==> src/rtl/neg_pipe.sv <==
// neg_pipe: pipelined two's-complement pass / negate / abs unit.
// Negation uses the XOR/OR-propagate form out[i] = x[i] ^ (x[i-1] | ... | x[0]).
// The OR chain is cut into STAGES equal segments, one segment per register stage.
// The negate decision and the running OR ("seen") travel down the pipe with the word.
// A single global advance signal stalls or shifts every stage together.
module neg_pipe #(
  parameter int WIDTH  = 16,
  parameter int STAGES = 4
) (
  input  logic             sys_clk,
  input  logic             sys_rst_n,
  input  logic             in_valid,
  output logic             in_ready,
  input  logic [WIDTH-1:0] in_data,
  input  logic [1:0]       in_mode,
  output logic             out_valid,
  input  logic             out_ready,
  output logic [WIDTH-1:0] out_data,
  output logic             out_ovf,
  output logic             out_zero
);

  localparam int SEG = WIDTH / STAGES;

  // Index k of these buses is the state presented to the input of stage k.
  // Index 0 comes from the input port; index k+1 comes from stage k's registers.
  logic [STAGES-1:0] w_v;
  logic [STAGES-1:0] w_neg;
  logic [STAGES-1:0] w_seen;
  logic [WIDTH-1:0]  w_d [STAGES];

  logic             w_adv;
  logic             w_in_neg;

  // Last-stage registers drive the output port directly
  logic             r_out_v;
  logic [WIDTH-1:0] r_out_d;
  logic             r_out_ovf;
  logic             r_out_zero;

  // The pipe moves whenever the last slot is empty or being drained
  assign w_adv    = ~r_out_v | out_ready;
  assign in_ready = w_adv;

  // Mode 01 always negates, mode 10 negates only negative words, 00/11 pass
  assign w_in_neg = (in_mode == 2'b01) | ((in_mode == 2'b10) & in_data[WIDTH-1]);

  // A word only enters on a real transfer; otherwise a bubble is shifted in
  assign w_v[0]    = in_valid & w_adv;
  assign w_neg[0]  = w_in_neg;
  assign w_seen[0] = 1'b0;
  assign w_d[0]    = in_data;

  genvar gi;
  generate
    for (gi = 0; gi < STAGES; gi++) begin : g_stage
      // w_run[j]: OR of every original bit below bit gi*SEG+j
      logic [SEG-1:0]   w_run;
      logic [WIDTH-1:0] w_res;

      // Ripple the OR-propagate through this segment and flip the bits that need it
      always_comb begin
        w_res    = w_d[gi];
        w_run[0] = w_seen[gi];
        for (int j = 1; j < SEG; j++) begin
          w_run[j] = w_run[j-1] | w_d[gi][gi*SEG+j-1];
        end
        for (int j = 0; j < SEG; j++) begin
          w_res[gi*SEG+j] = w_d[gi][gi*SEG+j] ^ (w_neg[gi] & w_run[j]);
        end
      end

      if (gi < STAGES - 1) begin : g_mid
        logic             r_v;
        logic             r_neg;
        logic             r_seen;
        logic [WIDTH-1:0] r_d;

        // Intermediate stage register: shifts with the pipe, holds on stall
        always_ff @(posedge sys_clk or negedge sys_rst_n) begin
          if (!sys_rst_n) begin
            r_v    <= 1'b0;
            r_neg  <= 1'b0;
            r_seen <= 1'b0;
            r_d    <= '0;
          end else if (w_adv) begin
            r_v    <= w_v[gi];
            r_neg  <= w_neg[gi];
            r_seen <= w_run[SEG-1] | w_d[gi][gi*SEG+SEG-1];
            r_d    <= w_res;
          end
        end

        assign w_v[gi+1]    = r_v;
        assign w_neg[gi+1]  = r_neg;
        assign w_seen[gi+1] = r_seen;
        assign w_d[gi+1]    = r_d;
      end else begin : g_last
        // Final stage: the MSB lives here, so overflow (10..0 negated) and zero are decided here
        always_ff @(posedge sys_clk or negedge sys_rst_n) begin
          if (!sys_rst_n) begin
            r_out_v    <= 1'b0;
            r_out_d    <= '0;
            r_out_ovf  <= 1'b0;
            r_out_zero <= 1'b0;
          end else if (w_adv) begin
            r_out_v    <= w_v[gi];
            r_out_d    <= w_res;
            r_out_ovf  <= w_neg[gi] & w_d[gi][WIDTH-1] & ~w_run[SEG-1];
            r_out_zero <= (w_res == '0);
          end
        end
      end
    end
  endgenerate

  assign out_valid = r_out_v;
  assign out_data  = r_out_d;
  assign out_ovf   = r_out_ovf;
  assign out_zero  = r_out_zero;

endmodule
==> config.mk <==
export PLATFORM = sky130hd
export DESIGN_NAME = neg_pipe
export DESIGN_NICKNAME = d
export VERILOG_FILES = /design/src/rtl/neg_pipe.sv
export SDC_FILE = /design/constraint.sdc
export NUM_CORES = 1
export LEC_CHECK = 0
export CAP_MARGIN = 10
export CORE_MARGIN = 4
export CORE_UTILIZATION = 58
export DETAILED_ROUTE_END_ITERATION = 8
export PLACE_DENSITY = 0.83
export SKIP_LAST_GASP = 1
export SYNTH_ARGS = -nofsm -noshare
export SYNTH_HDL_FRONTEND = slang
export SYNTH_SLANG_ARGS = --single-unit
==> constraint.sdc <==
create_clock -name sys_clk -period 3.1 [get_ports sys_clk]
set_input_delay 0.465 -clock sys_clk [delete_from_list [all_inputs] [get_ports sys_clk]]
set_output_delay 0.465 -clock sys_clk [all_outputs]
set_load 0.1 [all_outputs]
# ---- After elaboration in Yosys (flattened, before gate mapping)
# Index checks and enable logic that the tools add are counted.
dict set report word_totals {
  regBits 76
  input_bits 22
  out_inout_bits 20
  word_cells 71
}
dict set report classes {
  n_eq_ne 2
  bitwise 52
  reduce_logical 1
}
# cell n
set ops {}
lappend ops {{bitwise AND 1 bit} 19}
lappend ops {{zero test 16 bit} 1}
lappend ops {{bitwise OR 1 bit} 16}
lappend ops {{XOR 1 bit} 15}
lappend ops {{equality test 2 x 1 -> 1 bit, second input constant} 1}
lappend ops {{equality test 2 bit, second input constant} 1}
lappend ops {{inverter 1 bit} 2}

# ---- Longest topological paths before layout
dict set report depth {
  depth_word 6
  ltp_mapped 5
  depth_no_buf 4
}

# ---- Worst setup path before layout
# No wires, ideal clock.
dict set report synth_timing {
  path_type {flip-flop to output port}
  start {register r_out_v (netlist: out_valid)}
  end {output port in_ready}
  arrival_time_ns 1.607
  required_ns 2.635
  slack_ns 1.028
  stages_incl_launch_ff 4
  path_buffers 1
  cell_sequence {dfrtp_1 nor2b_2 inv_2 buf_2}
}
dict set report synth_via {
  elab_chain_cells 2
}
# item line_no
set synth_rtl {}
lappend synth_rtl {{from (decl)} 36} ;# logic r_out_v;
lappend synth_rtl {{from (signal assigned)} 107} ;# r_out_v <= w_v[gi];
lappend synth_rtl {{inverter 1 bit} 42} ;# assign w_adv = ~r_out_v | out_ready;
lappend synth_rtl {{bitwise OR 1 bit} 42}
lappend synth_rtl {{to (decl)} 13} ;# output logic in_ready,
# No other way between the ends.

# ---- Worst setup path in the final report
dict set report layout_timing {
  start {input port out_ready}
  end {output port in_ready}
}
dict set report layout_via {
  elab_chain_cells 1
}
# item line_no
set layout_rtl {}
lappend layout_rtl {{from (decl)} 17} ;# input logic out_ready,
lappend layout_rtl {{bitwise OR 1 bit} 42}
# No other way between the ends.

==> summary.md <==
| Metric | Value |
|---|---|
| Reg-to-reg endpoint | g_stage[0].g_mid.r_d[2] |
| FF+latch count, synth | 76 |
| GR Util All Layers | 0.1930 |
| DRT iter0 DRCs | 172 |
| Crit Path Class | primary input to output pin |
| Top cell type's share of synthesized area | 0.6010 |
| TritonCTS Buffers | 9 |
| Worst Clk Skew | 0.003398 ns |
| Antenna viol nets, final | 0 |
| Slew headroom | 0.5165 |
| Worst setup EP type | output pin |
| Grt met1 use | 0.2461 |
| Die width | 81.86 um |
| Mux contribution to synthesized area | 0 |
| Period utilisation layout | 0.6611 |
| Initial antenna violation count | 0 |
| Synth Area per Inst | 9.067 sq um |
| Final layout net count | 412 |
| Final HPWL from detailed placement | roughly 3800 um |
| Initial Util | 0.6079 |
| Total grt overflow | 0 |
| Fin. max-slew vios | 0 |
| Unrepaired setup endpoints after global routing | false |
| Min Tclk post-route | 2.049 ns |
| Simple-gate share of the synthesized area | 0.2744 |
| Gpl congestion | 0.8003 |
| Critical Path RT | 2.63 ns |
| Fin cells | approximately 470 |
| Cts repair resizes | 0 |
| # setup viols final | 0 |
| Syn. warnings | 0 |
| CTS tree | built |
| WL/cell | roughly 12 um |
| Synth Area in Adders | 0 |
| Most frequent cell after synthesis | nand2_1 |
| First-pass GRT wire length | 9528 um |
| Largest net degree at the start of global routing | 83 |
| Root buffer cell | clkbuf_8 |
| Total Power | 4198 uW |
| Share of post-route cells with drive strength above 1 | 0.1165 |
| Die area | about 6700 sq um |
| Cell taking the most area after synthesis | dfrtp_1 |
| HP Class | primary input to asynchronous set/reset pin |
| CP Max Fanout | 23 |
| Largest family of logic cells by synthesized area | simple AND/OR/NAND/NOR gates |
| Reg2Reg Depth | 5 |
| Area contributors post-synth | dfrtp_1 60%, nand2_1 21%, xor2_1 3.3% |
| ANT cells | 0 |
| Sequential fraction of the synthesis area | 0.6010 |
| Worst-margin pin slew | 0.7253 ns |
| # rows | 26 |
| Fillers | 422 |
| Post-Synthesis Cells | 349 |
| Syn Nets | 371 |
| Fmax | about 0.5 GHz |
| Clock transition at path regs | 0.07 ns |
| EDFF count, synth | 0 |
| GRT met2 Usage | 0.3021 |
| Later-pin clock latency in the skew report | 0.34 ns |
| Final Hold Violating Endpoints | 0 |
| Top Ports | 42 |
| Hold-fix buffers, CTS | 0 |
| Mapped cell area | 3164 sq um |
| Status | finished clean |
| Max Cap Viol | 0 |
| Ys async rst share | 1.000 |
| Grt met3 use | 0.04605 |
| Compound-cell area share of the yosys netlist | 0.05773 |
| Predominant post-synthesis flop cell | dfrtp_1 |
| Setup TNS | 0 ns |
| Reg-to-reg startpoint | out_valid |
| DR pass1 iterations | 4 |
| Unique masters post-synth | 25 |
| I/O Buffers | between 40 and 50 |
| Peak VDD IR | between 0.0005 and 0.0006 V |
| Core area | ~5200 sq um |
| Top cells by count, synth | 180 x nand2_1, 76 x dfrtp_1, 14 x nor2_1 |
| DIE HEIGHT | 81.86 um |
| Area Growth Syn to Fin | 18.47% |
| Clock tree sinks | 76 |
| Post-synthesis xor/xnor area fraction | 0.04152 |
| Crit path DAT | ~1.6 ns |
| Setup slack, reg-to-reg | 1.60 ns |
| Via count | 2,279 |
| Residual DRC count | 0 |
| LEAKAGE | 0.001875 uW |
| Pwr dens | 1120 nW/um^2 |
| Post-CTS setup buffer count | 0 |
| Vias per cell | 4.901 |
| Vias in the first global route | 2,134 |
| Most used routing layer | met2 |
| CP startpoint kind | primary input |
| Placed insts | 449 |
| Clk buf depth | 2 |
| Post-Route WL | 5525 um |
| H-tree depth | 3 |
-- per-stage QoR --
step / area [sq um] / utilization / hold WS, ns / worst slack, ns
finish: 3749 / 0.7202 / 0.02033 / 1.051
global route: 3749 / 0.7202 / 0.03344 / 0.9862
CTS: 3749 / 0.7202 / 0.01646 / 1.046
detailed placement: 3586 / 0.6889 / 0.3920 / 1.053
global placement: 3586 / 0.6889 / 0.3909 / 1.067
floorplan: 3164 / - / 0.1694 / 1.028
-- state kept, by name, summed over array words and instances, names as in the netlist --
register,count
out_ovf,1
g_stage.g_mid.r_d,48
g_stage.g_mid.r_neg,3
g_stage.g_mid.r_v,3
out_valid,1
g_stage.g_mid.r_seen,3
out_zero,1
out_data,16
-- how the worst max path moves through the flow --
stage	start	end	slack (ns)
CTS	out_ready	in_ready	1.05
floorplan	out_valid	in_ready	1.03
global placement	out_ready	in_ready	1.07
detailed placement	out_ready	in_ready	1.05
finish	out_ready	in_ready	1.05
global route	out_ready	in_ready	0.99
-- report_power, final --
part	switching, uW	total [uW]	internal (uW)
Clock	322	633	311
Sequential	316	1720	1400
Combinational	1360	1850	484
Total	2000	4200	2200
-- routing by layer --
metal | vias to the layer above | share of wire
met4 | 0 | 0.025
met1 | 1041 | 0.45
met2 | 45 | 0.48
met5 | - | 0
li1 | 1183 | -
met3 | 10 | 0.050
-- kinds of logic (layout without fill, tap and decap cells) --
kind of cell,after synthesis,count (layout)
AND/OR/NAND/NOR,210,210
flip-flops,76,76
XOR/XNOR,15,15
AO/OA/AOI/OAI,31,31
buffers and inverters,17,63
-- area by class of cell --
class | instances | area (sq um) | share of cell area
Clock buffer | 14 | 152.6 | 0.04072
Clock inverter | 2 | 10.01 | 0.002670
Inverter | 1 | 3.754 | 0.001001
Multi-Input combinational cell | 256 | 1187 | 0.3168
Sequential cell | 76 | 1902 | 0.5073
Tap cell | 70 | 87.58 | 0.02336
Timing Repair Buffer | 46 | 405.4 | 0.1081
-- critical path, cell delays in order --
cell             delay, ns
clkdlybuf4s50_1       0.50
nor2b_4               0.05
inv_2                 0.32
buf_12                0.23
-- layout by cell type, fill, tap and decap left out, types with 2 or more instances in the layout --
master / count
o21ai_0: 12
buf_4: 24
a21oi_1: 10
clkbuf_8: 10
clkinv_2: 2
o21ai_1: 3
nor4_2: 3
xnor2_1: 3
xor2_1: 12
nor2_1: 14
nand2_1: 180
nor4_1: 3
o31ai_1: 3
dfrtp_1: 76
nand2b_1: 4
clkbuf_1: 4
clkdlybuf4s50_1: 20
(Power assumes the default switching activity.)
